[config.mk]
export PLATFORM = sky130hd
export DESIGN_NAME = uart_tx_arbiter_flat
export DESIGN_NICKNAME = d
export VERILOG_FILES = /design/src/rtl/uart_tx_arb_pkg.sv /design/src/rtl/uart_tx_arbiter_if.sv /design/src/rtl/uart_tx_arbiter_rr_pick.sv /design/src/rtl/uart_tx_arbiter.sv /design/src/flat_wrapper.sv
export SDC_FILE = /design/constraint.sdc
export NUM_CORES = 1
export LEC_CHECK = 0
export ABC_AREA = 0
export CORE_ASPECT_RATIO = 0.75
export CORE_UTILIZATION = 30
export CTS_BUF_LIST = sky130_fd_sc_hd__clkbuf_8 sky130_fd_sc_hd__clkbuf_16
export DETAILED_ROUTE_END_ITERATION = 8
export GPL_ROUTABILITY_DRIVEN = 1
export GPL_TIMING_DRIVEN = 0
export PLACE_DENSITY = 0.65
export SYNTH_ARGS = -nofsm -noshare
export SYNTH_HDL_FRONTEND = slang
export SYNTH_SLANG_ARGS = --single-unit
[constraint.sdc]
create_clock -name clk_main -period 3.2 [get_ports clk_main]
set_clock_uncertainty 0.2 [all_clocks]
set_input_delay 0.64 -clock clk_main [delete_from_list [all_inputs] [get_ports clk_main]]
set_output_delay 0.64 -clock clk_main [all_outputs]
set_load 0.01 [all_outputs]
[src/rtl/uart_tx_arb_pkg.sv]
// Shared types for the UART transmit-side arbiter: FSM encoding and
// watchdog counter width.
package uart_tx_arb_pkg;

  localparam int STALL_W = 16;

  typedef enum logic [1:0] {
    ST_IDLE   = 2'd0,
    ST_HDR    = 2'd1,
    ST_STREAM = 2'd2
  } state_t;

endpackage

[src/rtl/uart_tx_arbiter_if.sv]
// Requester and transmitter-FIFO bundle seen by uart_tx_arbiter.
// A requester byte transfers on a clk_main edge where req_valid[i] & req_ready[i];
// valid may not depend on ready, and ready is only ever raised for the current owner.
interface uart_tx_arbiter_if
  import uart_tx_arb_pkg::*;
#(
  parameter int N_REQ = 4
) ();

  logic [N_REQ-1:0]   req_valid;
  logic [8*N_REQ-1:0] req_data;
  logic [N_REQ-1:0]   req_last;
  logic [N_REQ-1:0]   req_ready;
  logic               tf_full;
  logic               fifo_wr;
  logic [7:0]         tf_in;
  logic [N_REQ-1:0]   grant;
  logic               abort;
  state_t             state_dbg;

  modport slave (
    input  req_valid, req_data, req_last, tf_full,
    output req_ready, fifo_wr, tf_in, grant, abort, state_dbg
  );

  modport master (
    output req_valid, req_data, req_last, tf_full,
    input  req_ready, fifo_wr, tf_in, grant, abort, state_dbg
  );

endinterface

[src/rtl/uart_tx_arbiter_rr_pick.sv]
// Combinational round-robin priority encoder: first set request found
// searching upward (wrapping) from last_idx+1.
module rr_pick #(
  parameter int N     = 4,
  parameter int IDX_W = (N > 1) ? $clog2(N) : 1
) (
  input  logic [N-1:0]     req,
  input  logic [IDX_W-1:0] last_idx,
  output logic             any,
  output logic [IDX_W-1:0] gidx,
  output logic [N-1:0]     onehot
);

  always_comb begin
    int               idx;
    logic [IDX_W-1:0] idx_v;
    any    = 1'b0;
    gidx   = '0;
    onehot = '0;
    idx    = 0;
    idx_v  = '0;
    for (int k = 1; k <= N; k++) begin
      idx   = (int'(last_idx) + k) % N;
      idx_v = IDX_W'(idx);
      if (!any && req[idx_v]) begin
        any           = 1'b1;
        gidx          = idx_v;
        onehot[idx_v] = 1'b1;
      end
    end
  end

endmodule

[src/rtl/uart_tx_arbiter.sv]
// Round-robin arbiter sharing the UART TX FIFO write port among N_REQ
// byte-stream requesters, with optional source header and stall watchdog.
module uart_tx_arbiter
  import uart_tx_arb_pkg::*;
#(
  parameter int         N_REQ     = 4,
  parameter bit         HDR_EN    = 1'b1,
  parameter logic [7:0] HDR_BASE  = 8'hA0,
  parameter int         STALL_MAX = 255
) (
  input logic              clk_main,
  input logic              rst_main,
  uart_tx_arbiter_if.slave bus
);

  localparam int                   IDX_W     = $clog2(N_REQ);
  localparam logic [IDX_W-1:0]     LAST_RST  = IDX_W'(N_REQ - 1);
  localparam logic [STALL_W-1:0]   STALL_LIM = STALL_W'(STALL_MAX);

  state_t             state_q, state_d;
  logic [N_REQ-1:0]   grant_q, grant_d;
  logic [IDX_W-1:0]   gidx_q, gidx_d;
  logic [IDX_W-1:0]   last_idx_q, last_idx_d;
  logic [STALL_W-1:0] stall_q, stall_d;

  logic               pick_any;
  logic [IDX_W-1:0]   pick_idx;
  logic [N_REQ-1:0]   pick_oh;

  logic               own_valid;
  logic               own_last;
  logic [7:0]         own_data;
  logic [7:0]         hdr_byte;
  logic [STALL_W-1:0] stall_inc;

  logic               fifo_wr;
  logic [7:0]         tf_in;
  logic [N_REQ-1:0]   req_ready;
  logic               abort;

  rr_pick #(.N(N_REQ), .IDX_W(IDX_W)) u_pick (
    .req      (bus.req_valid),
    .last_idx (last_idx_q),
    .any      (pick_any),
    .gidx     (pick_idx),
    .onehot   (pick_oh)
  );

  assign own_valid = bus.req_valid[gidx_q];
  assign own_last  = bus.req_last[gidx_q];
  assign own_data  = bus.req_data[{gidx_q, 3'b000} +: 8];
  assign hdr_byte  = HDR_BASE + 8'(gidx_q);
  assign stall_inc = stall_q + 1'b1;

  always_comb begin
    state_d    = state_q;
    grant_d    = grant_q;
    gidx_d     = gidx_q;
    last_idx_d = last_idx_q;
    stall_d    = stall_q;
    fifo_wr    = 1'b0;
    tf_in      = 8'h00;
    req_ready  = '0;
    abort      = 1'b0;
    case (state_q)
      ST_IDLE: begin
        stall_d = '0;
        if (pick_any) begin
          grant_d = pick_oh;
          gidx_d  = pick_idx;
          state_d = HDR_EN ? ST_HDR : ST_STREAM;
        end
      end
      ST_HDR: begin
        stall_d = '0;
        if (!bus.tf_full) begin
          fifo_wr = 1'b1;
          tf_in   = hdr_byte;
          state_d = ST_STREAM;
        end
      end
      ST_STREAM: begin
        req_ready[gidx_q] = ~bus.tf_full;
        // A full FIFO freezes the watchdog: that stall is not the owner's fault.
        if (!bus.tf_full) begin
          if (own_valid) begin
            fifo_wr = 1'b1;
            tf_in   = own_data;
            stall_d = '0;
            if (own_last) begin
              last_idx_d = gidx_q;
              grant_d    = '0;
              state_d    = ST_IDLE;
            end
          end else if (stall_inc == STALL_LIM) begin
            abort      = 1'b1;
            last_idx_d = gidx_q;
            grant_d    = '0;
            stall_d    = '0;
            state_d    = ST_IDLE;
          end else begin
            stall_d = stall_inc;
          end
        end
      end
      default: begin
        grant_d = '0;
        state_d = ST_IDLE;
      end
    endcase
  end

  always_ff @(posedge clk_main or posedge rst_main) begin
    if (rst_main) begin
      state_q    <= ST_IDLE;
      grant_q    <= '0;
      gidx_q     <= '0;
      last_idx_q <= LAST_RST;
      stall_q    <= '0;
    end else begin
      state_q    <= state_d;
      grant_q    <= grant_d;
      gidx_q     <= gidx_d;
      last_idx_q <= last_idx_d;
      stall_q    <= stall_d;
    end
  end

  assign bus.fifo_wr   = fifo_wr;
  assign bus.tf_in     = tf_in;
  assign bus.req_ready = req_ready;
  assign bus.abort     = abort;
  assign bus.grant     = grant_q;
  assign bus.state_dbg = state_q;

endmodule

[src/flat_wrapper.sv]
// flat-port wrapper written by rule: the top's interface ports become plain ports
module uart_tx_arbiter_flat import uart_tx_arb_pkg::*;
#(
  parameter int         N_REQ     = 4,
  parameter bit         HDR_EN    = 1'b1,
  parameter logic [7:0] HDR_BASE  = 8'hA0,
  parameter int         STALL_MAX = 255
)
  (clk_main, rst_main, bus_req_valid, bus_req_data, bus_req_last, bus_tf_full, bus_req_ready, bus_fifo_wr, bus_tf_in, bus_grant, bus_abort, bus_state_dbg);
  uart_tx_arbiter_if #(.N_REQ(N_REQ)) bus_i ();
  input logic clk_main;
  input logic rst_main;
  input wire logic [$bits(bus_i.req_valid)-1:0] bus_req_valid;
  input wire logic [$bits(bus_i.req_data)-1:0] bus_req_data;
  input wire logic [$bits(bus_i.req_last)-1:0] bus_req_last;
  input wire logic [$bits(bus_i.tf_full)-1:0] bus_tf_full;
  output wire logic [$bits(bus_i.req_ready)-1:0] bus_req_ready;
  output wire logic [$bits(bus_i.fifo_wr)-1:0] bus_fifo_wr;
  output wire logic [$bits(bus_i.tf_in)-1:0] bus_tf_in;
  output wire logic [$bits(bus_i.grant)-1:0] bus_grant;
  output wire logic [$bits(bus_i.abort)-1:0] bus_abort;
  output wire logic [$bits(bus_i.state_dbg)-1:0] bus_state_dbg;
  assign bus_i.req_valid = bus_req_valid;
  assign bus_i.req_data = bus_req_data;
  assign bus_i.req_last = bus_req_last;
  assign bus_i.tf_full = bus_tf_full;
  assign bus_req_ready = bus_i.req_ready;
  assign bus_fifo_wr = bus_i.fifo_wr;
  assign bus_tf_in = bus_i.tf_in;
  assign bus_grant = bus_i.grant;
  assign bus_abort = bus_i.abort;
  assign bus_state_dbg = bus_i.state_dbg;
  uart_tx_arbiter #(.N_REQ(N_REQ), .HDR_EN(HDR_EN), .HDR_BASE(HDR_BASE), .STALL_MAX(STALL_MAX)) u_core (.clk_main(clk_main), .rst_main(rst_main), .bus(bus_i));
endmodule
# Yosys cells after proc, flatten, opt, wreduce, memory -nomap -nowiden
# Index checks and enable logic that the tools add are counted.
[classes]
n_mux = 67
multipliers = 0
bitwise = 6
reduce_logical = 20
div = 0
eq_ne = 9
shifts = 1
n_lt_le_gt_ge = 10
addsub = 6
[op_table]
columns = ["operator", "n"]
rows = [
  ["$mux W16", 3],
  ["$mux W4", 10],
  ["$pmux W16 S2", 1],
  ["$shiftx A32 B6 Y8", 1],
  ["$mux W2", 13],
  ["$mux W8", 3],
  ["$mux W1", 22],
  ["$add A16 B1 Y16 const B", 1],
  ["$eq A16 B8 Y1 const B", 1],
  ["$pmux W8 S2", 1],
  ["$lt A2 B3 Y1 const B", 5],
  ["$bmux W1 S2", 6],
  ["$or A4 B4 Y4", 3],
  ["$pmux W4 S3", 1],
  ["$demux W1 S2", 5],
  ["$ge A2 B1 Y1 const B", 5],
  ["$reduce_and A5 Y1", 2],
  ["$add A8 B2 Y8 const A", 1],
  ["$logic_and A1 B1 Y1", 8],
  ["$ne A2 B2 Y1 const B", 3],
  ["$pmux W2 S3", 1],
  ["$add A2 B1 Y2 const B", 2],
  ["$add A2 B2 Y2 const B", 2],
  ["$and A4 B4 Y4", 1],
  ["13 further kinds", 18],
]
[totals]
register_bits = 26
input_bits = 43
romBits = 0
out_inout_bits = 20
mem_count = 0
mem_bits_rw = 0
latch_bits = 0

# Longest topological paths before layout
# Gate-level depths: netlist of the first run.
[logic_depth]
word_depth = 15
depth_mapped = 9
depth_no_buf = 7

# Cells and area by module
# A second synthesis of the first run with hierarchy kept.
[unflattened]
hier_cells = 306
hier_area_um2 = 2743.9
[by_module_without_submodules]
columns = ["mod", "cells_per_inst", "area_per_inst_um2", "instances"]
rows = [
  ["uart_tx_arbiter", 226, 2108.3, 1],
  ["rr_pick", 80, 635.6, 1],
]

# Worst setup path before layout of the first run
# No wires, ideal clock.
[synth_timing]
path_kind = "register -> output"
start = "reg u_core.stall_q[0]"
end = "out bus_abort"
setup_slack_ns = 0.319
path_stages_with_launch = 7
arrival_time_ns = 2.041
cell_sequence = "dfrtp_1 -> ha_1 -> and3_1 -> nand4_1 -> xnor2_1 -> or4_1 -> nor4_1"
[synth_via]
elab_chain_len = 6
[synth_rtl]
columns = ["item", "line_no", "source"]
rows = [
  ["start, declared", "uart_tx_arbiter.sv:24", "logic [STALL_W-1:0] stall_q, stall_d;"],
  ["start signal, assigned", "uart_tx_arbiter.sv:125", "stall_q <= stall_d;"],
  ["$add A16 B1 Y16", "uart_tx_arbiter.sv:53", "assign stall_inc = stall_q + 1'b1;"],
  ["$eq A16 B8 Y1", "uart_tx_arbiter.sv:95", "end else if (stall_inc == STALL_LIM) begin"],
  ["$mux W1", "uart_tx_arbiter.sv:95", ""],
  ["$mux W1", "uart_tx_arbiter.sv:86", "if (own_valid) begin"],
  ["$mux W1", "uart_tx_arbiter.sv:85", "if (!bus.tf_full) begin"],
  ["$mux W1", "uart_tx_arbiter.sv:65", "case (state_q)"],
  ["end, declared", "flat_wrapper.sv:21", "output wire logic [$bits(bus_i.abort)-1:0] bus_abort;"],
]
# Every way passes these cells.

# Worst setup path after layout of the first run
[layout_timing]
start = "reg u_core.stall_q[8]"
end = "out bus_abort"
# Same word-level chain as after synthesis.

==> results of run 1 <==
final cells by class:
type | instances | area, um2
multi-input cells | 227 | 1760
plain buffers | 15 | 82.6
fillers | 788 | 4470
repair buffers | 75 | 713
well taps | 105 | 131
flip-flops and latches | 26 | 662
clock buffers | 3 | 41.3
inverters | 15 | 56.3
clock inverters | 1 | 3.75
path summary, 6_finish.rpt:
path                            slack [ps]             endpoint  depth (start not counted)
worst max-delay path                    30            bus_abort                          9
worst min-delay path                   360  u_core.bus.grant[0]                          2
worst max register to register         150    u_core.stall_q[5]                         11
worst min register to register         360  u_core.bus.grant[0]                          2
max in group asynchronous             1420    u_core.stall_q[5]                          2
min in group asynchronous              700    u_core.stall_q[6]                          2
cell families (layout without fill, tap and decap cells):
kind of cell | count (synthesis) | after routing
AOI/OAI and AO/OA | 77 | 77
xor gates and xnor gates | 4 | 4
adders and majority gates | 12 | 12
buffers and inverters | 34 | 109
DFF | 26 | 26
muxes | 14 | 14
and+or+nand+nor | 120 | 120
what timing repair did:
| action | CTS | global route |
|---|---|---|
| endpoints found under the setup margin | 11 | 19 |
| pin swaps | 4 | 8 |
| resized for setup | 25 | 23 |
| buffers inserted | 10 | 6 |
metal layers:
layer	GRT usage	vias to the layer above
met5	0	-
met3	0.0438	6
met1	0.240	1203
li1	-	1245
met4	0.0356	0
met2	0.272	104
sequential cells by signal, summed over array words and instances (netlist names):
name                  cells
u_core.stall_q           16
u_core.bus.grant          4
u_core.bus.state_dbg      2
u_core.gidx_q             2
u_core.last_idx_q         2
critical path, stage by stage (launching register included):
cell and delay (ps):
dfrtp_1 330, buf_4 140, nand4_1 190, buf_4 200
buf_4 130, o41ai_1 600, o31ai_4 160, nand2_2 110
nor4_4 50, buf_2 140
stage by stage:
| stage | util | hold slack, ps | setup TNS, ps | area [um2] |
|---|---|---|---|---|
| global placement | 0.403 | 332 | -4890 | 3190 |
| CTS | 0.424 | 354 | -30.7 | 3360 |
| finish | 0.436 | 357 | 0 | 3450 |
| detailed placement | 0.403 | 337 | -6240 | 3190 |
| floorplan | - | 294 | 0 | 2460 |
| global route | 0.436 | 394 | -24.8 | 3450 |
cells in the final DEF (no fill, tap or decap), types with 3 or more instances in the layout:
cell	instances
nor2b_1	7
o22ai_1	3
buf_4	17
ha_1	11
o21ai_0	19
inv_1	16
dlymetal6s2s_1	4
mux4_2	11
a32oi_1	5
nor2_1	16
nor4_1	5
o31ai_1	3
o32ai_1	4
dlygate4sd2_1	4
a31oi_1	3
nand2b_1	8
nand2_1	37
dfrtp_2	7
nand3_1	12
nor3_1	3
clkbuf_1	7
clkdlybuf4s50_1	51
dfrtp_1	17
a221o_1	4
nand4_1	7
a21oi_1	12
clkbuf_8	3
power by group through the flow:
stage          Clock, uW  Sequential [uW]  Combinational, uW
2_1_floorplan          0              436                711
3_3_place_gp           0              439               1030
3_5_place_dp           0              439               1050
4_1_cts              199              433               1110
5_1_grt              209              454               1210
6_report             194              446               1110
==> qor.yml, run 1 <==
setup_path:
  regToRegStartpoint: "u_core.stall_q[8]"
  cp.required_ps: 2360
  endpoint_kind: "output port"
  critPathArrivalTime_ps: 2330
  startpoint: "u_core.stall_q[8]"
  startpoint_type: "register"
  path_max_fanout: 8
  crit_type: "register to output port"
placed_design:
  dp_hpwl_um: 5460
  dp.cells: 452
  post-place-ws_ps: -516
  io_buffers: 60
  gp_congestion: 0.842
hold_path:
  hp-start: "u_core.bus.grant[0]"
  hold_class: "register to register"
synthesis:
  yosys.area_share.adder: 0.0611
  synth_top_family_by_area: "simple AND/OR/NAND/NOR gates"
  synth_async_sr_flop_share: 1.00
  synth.top_cell.area_share: 0.244
  synth_compound_area_frac: 0.228
  syn-instance-count: 287
  synth_nets: 342
  synth_cell_types: 59
  synth_area_um2: 2460
  synth_area_leaders: "dfrtp_1, mux4_2, ha_1, nand2_1, o21ai_0"
  yosys.area_share.simple: 0.260
  yosysMostFrequentCell: "nand2_1"
  synth_top_cells_by_count: "nand2_1, dfrtp_1, o21ai_0"
  synth_xor_area_frac: 0.0143
  yosysWarnings: 0
  avgSynthCellArea_um2: 8.56
  seq_area_frac_synth: 0.266
  synth_ff_type: "dfrtp_1"
  ys_seq_elements: 26
  synth_top_area_cell: "dfrtp_1"
  synth_edf_count: 0
  muxShareOfSynthArea: 0.114
status:
  violations: "design-rule violations"
  status: "finished, violations left"
die:
  initial_core_util: 0.310
  row_count: 28
  coreArea_um2: 7920
  fp.dieW_um: 107
  die_h_um: 80.4
  die_area_um2: 8560
  pin_count: 63
power_and_ir_drop:
  total_power_uw: 1750
  pwr-share-comb: 0.634
  p_seq_frac: 0.255
  intPower_uw: 995
  switching_share: 0.431
  ir_worst_vdd_uv: 264
  switchingPower_uw: 754
  p_leak_uw: 0.00140
  p_clk_frac: 0.111
  power_density_nw_per_um2: 507
job:
  drv_cap: 0
timing:
  min_period_ps: 3170
  fmax_mhz: 316
  min_period_over_period: 0.989
  finalMaxSlewViolations: 0
  relSlewSlack: 0.328
  finalWorstSetupSlack_ps: 33.8
  hold_violations: 0
  setup_viol: 0
  max_slew.worst_pin.slew_ps: 1010
  rsz0062_at_grt: "true"
layout:
  fin_nets: 418
  final_layout_size_suffix_gt1_frac: 0.199
  stdcell_count: 467
  synthToLayoutAreaGrowth_pct: 40.5
  diodes: 0
route:
  wl_um: 7570
  drc: 1
  wl_met1_um: 3580
  route.met3.wl_um: 643
  met2_length_um: 3300
  vias: 2558
  firstDrtPassIters: 6
  ant_nets: 0
  wire_per_inst_um: 16.2
  viasPerCell: 5.48
  top_layer_used: "met4"
  drt-initial-drc-count: 139
clocking:
  worstSkewPairLatency_ps: 280
  clkSinkCount: 26
  cts_max_path_buffers: 2
  cts_root_buf: "clkbuf_8"
  htree_levels: 1
  clkSlewWorstSetupHoldPaths_ps: 90
  holdBufCountCts: 0
  cts_tree: "built"
  numCtsBuffers: 3
grt:
  grt.total_usage: 0.173
  antenna_found_initial: 0
  grt_pass1_wl_um: 11800
  grt_max_degree: 27
  grt_overflow: 0
  first_global_vias: 2391
No activity file was read; power rests on OpenSTA's default activity.
==> inputs of run 2 (changes only) <==
Settings changed: PLACE_DENSITY 0.65 to not set, PLACE_DENSITY_LB_ADDON set to 0.12.
Clock period 3.2 ns to 2.92 ns, I/O delays scaled along.
==> run 2 against run 1 <==
The flow finishes with violations (negative setup slack). Die area unchanged. Core utilization increased by 0.55 points. Count of clock-buffer cells in the layout increased by 1. Global-route usage increased by 0.28 points. Hold slack got worse by 25 ps. Clock power increased by 29%. Non-clock buffer count unchanged. Largest cell class unchanged. Largest power group unchanged. Highest routed layer unchanged.
==> qor.yml, run 2 (synthesis gave the netlist of run 1 again) <==
setup_path:
  r2r_setup_slack_ps: 90
  reg2regPathDepth: 7
  regToRegStartpoint: "u_core.stall_q[1]"
  cp.required_ps: 2140
  startpoint_type: "register"
  critPathArrivalTime_ps: 2370
  crit_type: "register to output port"
  path_max_fanout: 2
  endpoint_kind: "output port"
  r2r-end: "u_core.bus.state_dbg[0]"
layout:
  n_fill_cell: 812
  final_area_um2: 3500
  largest_register_ffs: 16
  stdcell_count: 467
  synthToLayoutAreaGrowth_pct: 42.3
  multiInputGateArea_um2: 1790
  fin_util: 0.442
  final_layout_size_suffix_gt1_frac: 0.227
  top_register: "u_core.stall_q"
  final_cell_mix: "clkdlybuf4s50_1, nand2_1, buf_4, o21ai_0, dfrtp_1"
  final_common_cell: "clkdlybuf4s50_1"
  fin_nets: 418
  diodes: 0
  register_area_um2: 666
hold_path:
  worstHoldEndpoint: "u_core.bus.grant[3]"
  hp-start: "u_core.bus.grant[3]"
  hold_class: "register to register"
  hold_depth: 2
placed_design:
  io_buffers: 60
  dp.cells: 452
  dp_hpwl_um: 5400
  gp_congestion: 0.888
  dpl_cell_area_um2: 3190
  post-place-ws_ps: -724
die:
  row_count: 28
  pin_count: 63
  initial_core_util: 0.310
  die_area_um2: 8560
  coreArea_um2: 7920
  fp.dieW_um: 107
  die_h_um: 80.4
clocking:
  htree_levels: 1
  clkSlewWorstSetupHoldPaths_ps: 100
  cts_root_buf: "clkbuf_8"
  cts_tree: "built"
  clkSinkCount: 26
  numCtsBuffers: 3
  worstSkewPairLatency_ps: 280
  cts_max_path_buffers: 2
power_and_ir_drop:
  total_power_uw: 1980
  ir_worst_vdd_uv: 268
  power_density_nw_per_um2: 568
  p_leak_uw: 0.00138
grt:
  grt.total_usage: 0.176
  first_global_vias: 2310
  grt_pass1_wl_um: 12000
  grt_overflow: 0
  grt_max_degree: 27
  antenna_found_initial: 0
route:
  ant_nets: 0
  drt-initial-drc-count: 174
  wire_per_inst_um: 16.0
  drc: 0
  viasPerCell: 5.43
  wl_um: 7490
  firstDrtPassIters: 4
  vias: 2537
timing:
  rsz0062_at_grt: "true"
  setup_viol: 1
  finalMaxSlewViolations: 0
  hold_violations: 0
  max_slew.worst_pin.slew_ps: 1050
  relSlewSlack: 0.302
  min_period_ps: 3150
  finalWorstSetupSlack_ps: -234
  min_period_over_period: 1.08
  fmax_mhz: 317
status:
  violations: "negative setup slack"
  status: "finished, violations left"
job:
  drv_cap: 0
-- run 2: changes by cell type in the layout (fill, tap and decap cells not counted), moves of 2 or more --
cell / before / now
nand2_2: 2 / 4
a21oi_2: 0 / 2
clkdlybuf4s50_1: 51 / 47
a21oi_1: 12 / 10
clkbuf_1: 7 / 5
dlymetal6s2s_1: 4 / 1
dlygate4sd2_1: 4 / 11
nand2_1: 37 / 35
-- run 2: worst max-delay path: stages (launching register included) --
cell and delay [ps]:
dfrtp_1 420, buf_6 120, nand4_1 160, or4_4 550, o31ai_4 280, nand2_2 100
nor4_4 280, buf_2 180
-- run 2: metrics by stage --
step	TNS [ps]	hold WS, ps
floorplan	0	294
global placement	-12490	332
detailed placement	-12770	319
CTS	-220	338
global route	-300	365
finish	-234	332
-- run 2: layer usage --
layer  track usage  routed length, um  up-vias
met5             0                  0        -
met4        0.0164                 20        0
met3        0.0284                425        2
met2         0.255               3080       63
met1         0.277               3960     1237
li1              -                  -     1235
-- run 2: worst max-delay path by stage --
stage | cells past startpoint | to | startpoint
after global routing | 7 | bus_abort | u_core.stall_q[3]
after CTS | 7 | bus_abort | u_core.stall_q[0]
after global placement | 6 | bus_tf_in[7] | bus_req_valid[0]
after floorplan | 6 | bus_abort | u_core.stall_q[0]
final | 7 | bus_abort | u_core.stall_q[1]
after detailed placement | 6 | bus_tf_in[7] | bus_req_valid[0]
-- run 2: final cells by class --
class | count | share of cell area
buffer | 13 | 0.0222
clock buffer | 4 | 0.0157
inverter | 15 | 0.0161
multi-input combinational | 227 | 0.513
sequential | 26 | 0.190
tap | 105 | 0.0376
timing repair buffer | 77 | 0.205
-- run 2: timing repair --
action                                 in CTS  in global routing
endpoints found under the hold margin       0                  0
hold buffers                                0                  0
gates resized for setup                    41                 23
setup buffers                              10                  7
setup endpoints to repair                  29                 28
pin swaps                                   7                  9
-- run 2: power breakdown --
part	switching, uW	internal (uW)
combinational	635	595
sequential	80.3	423
clock	129	121
total	844	1140
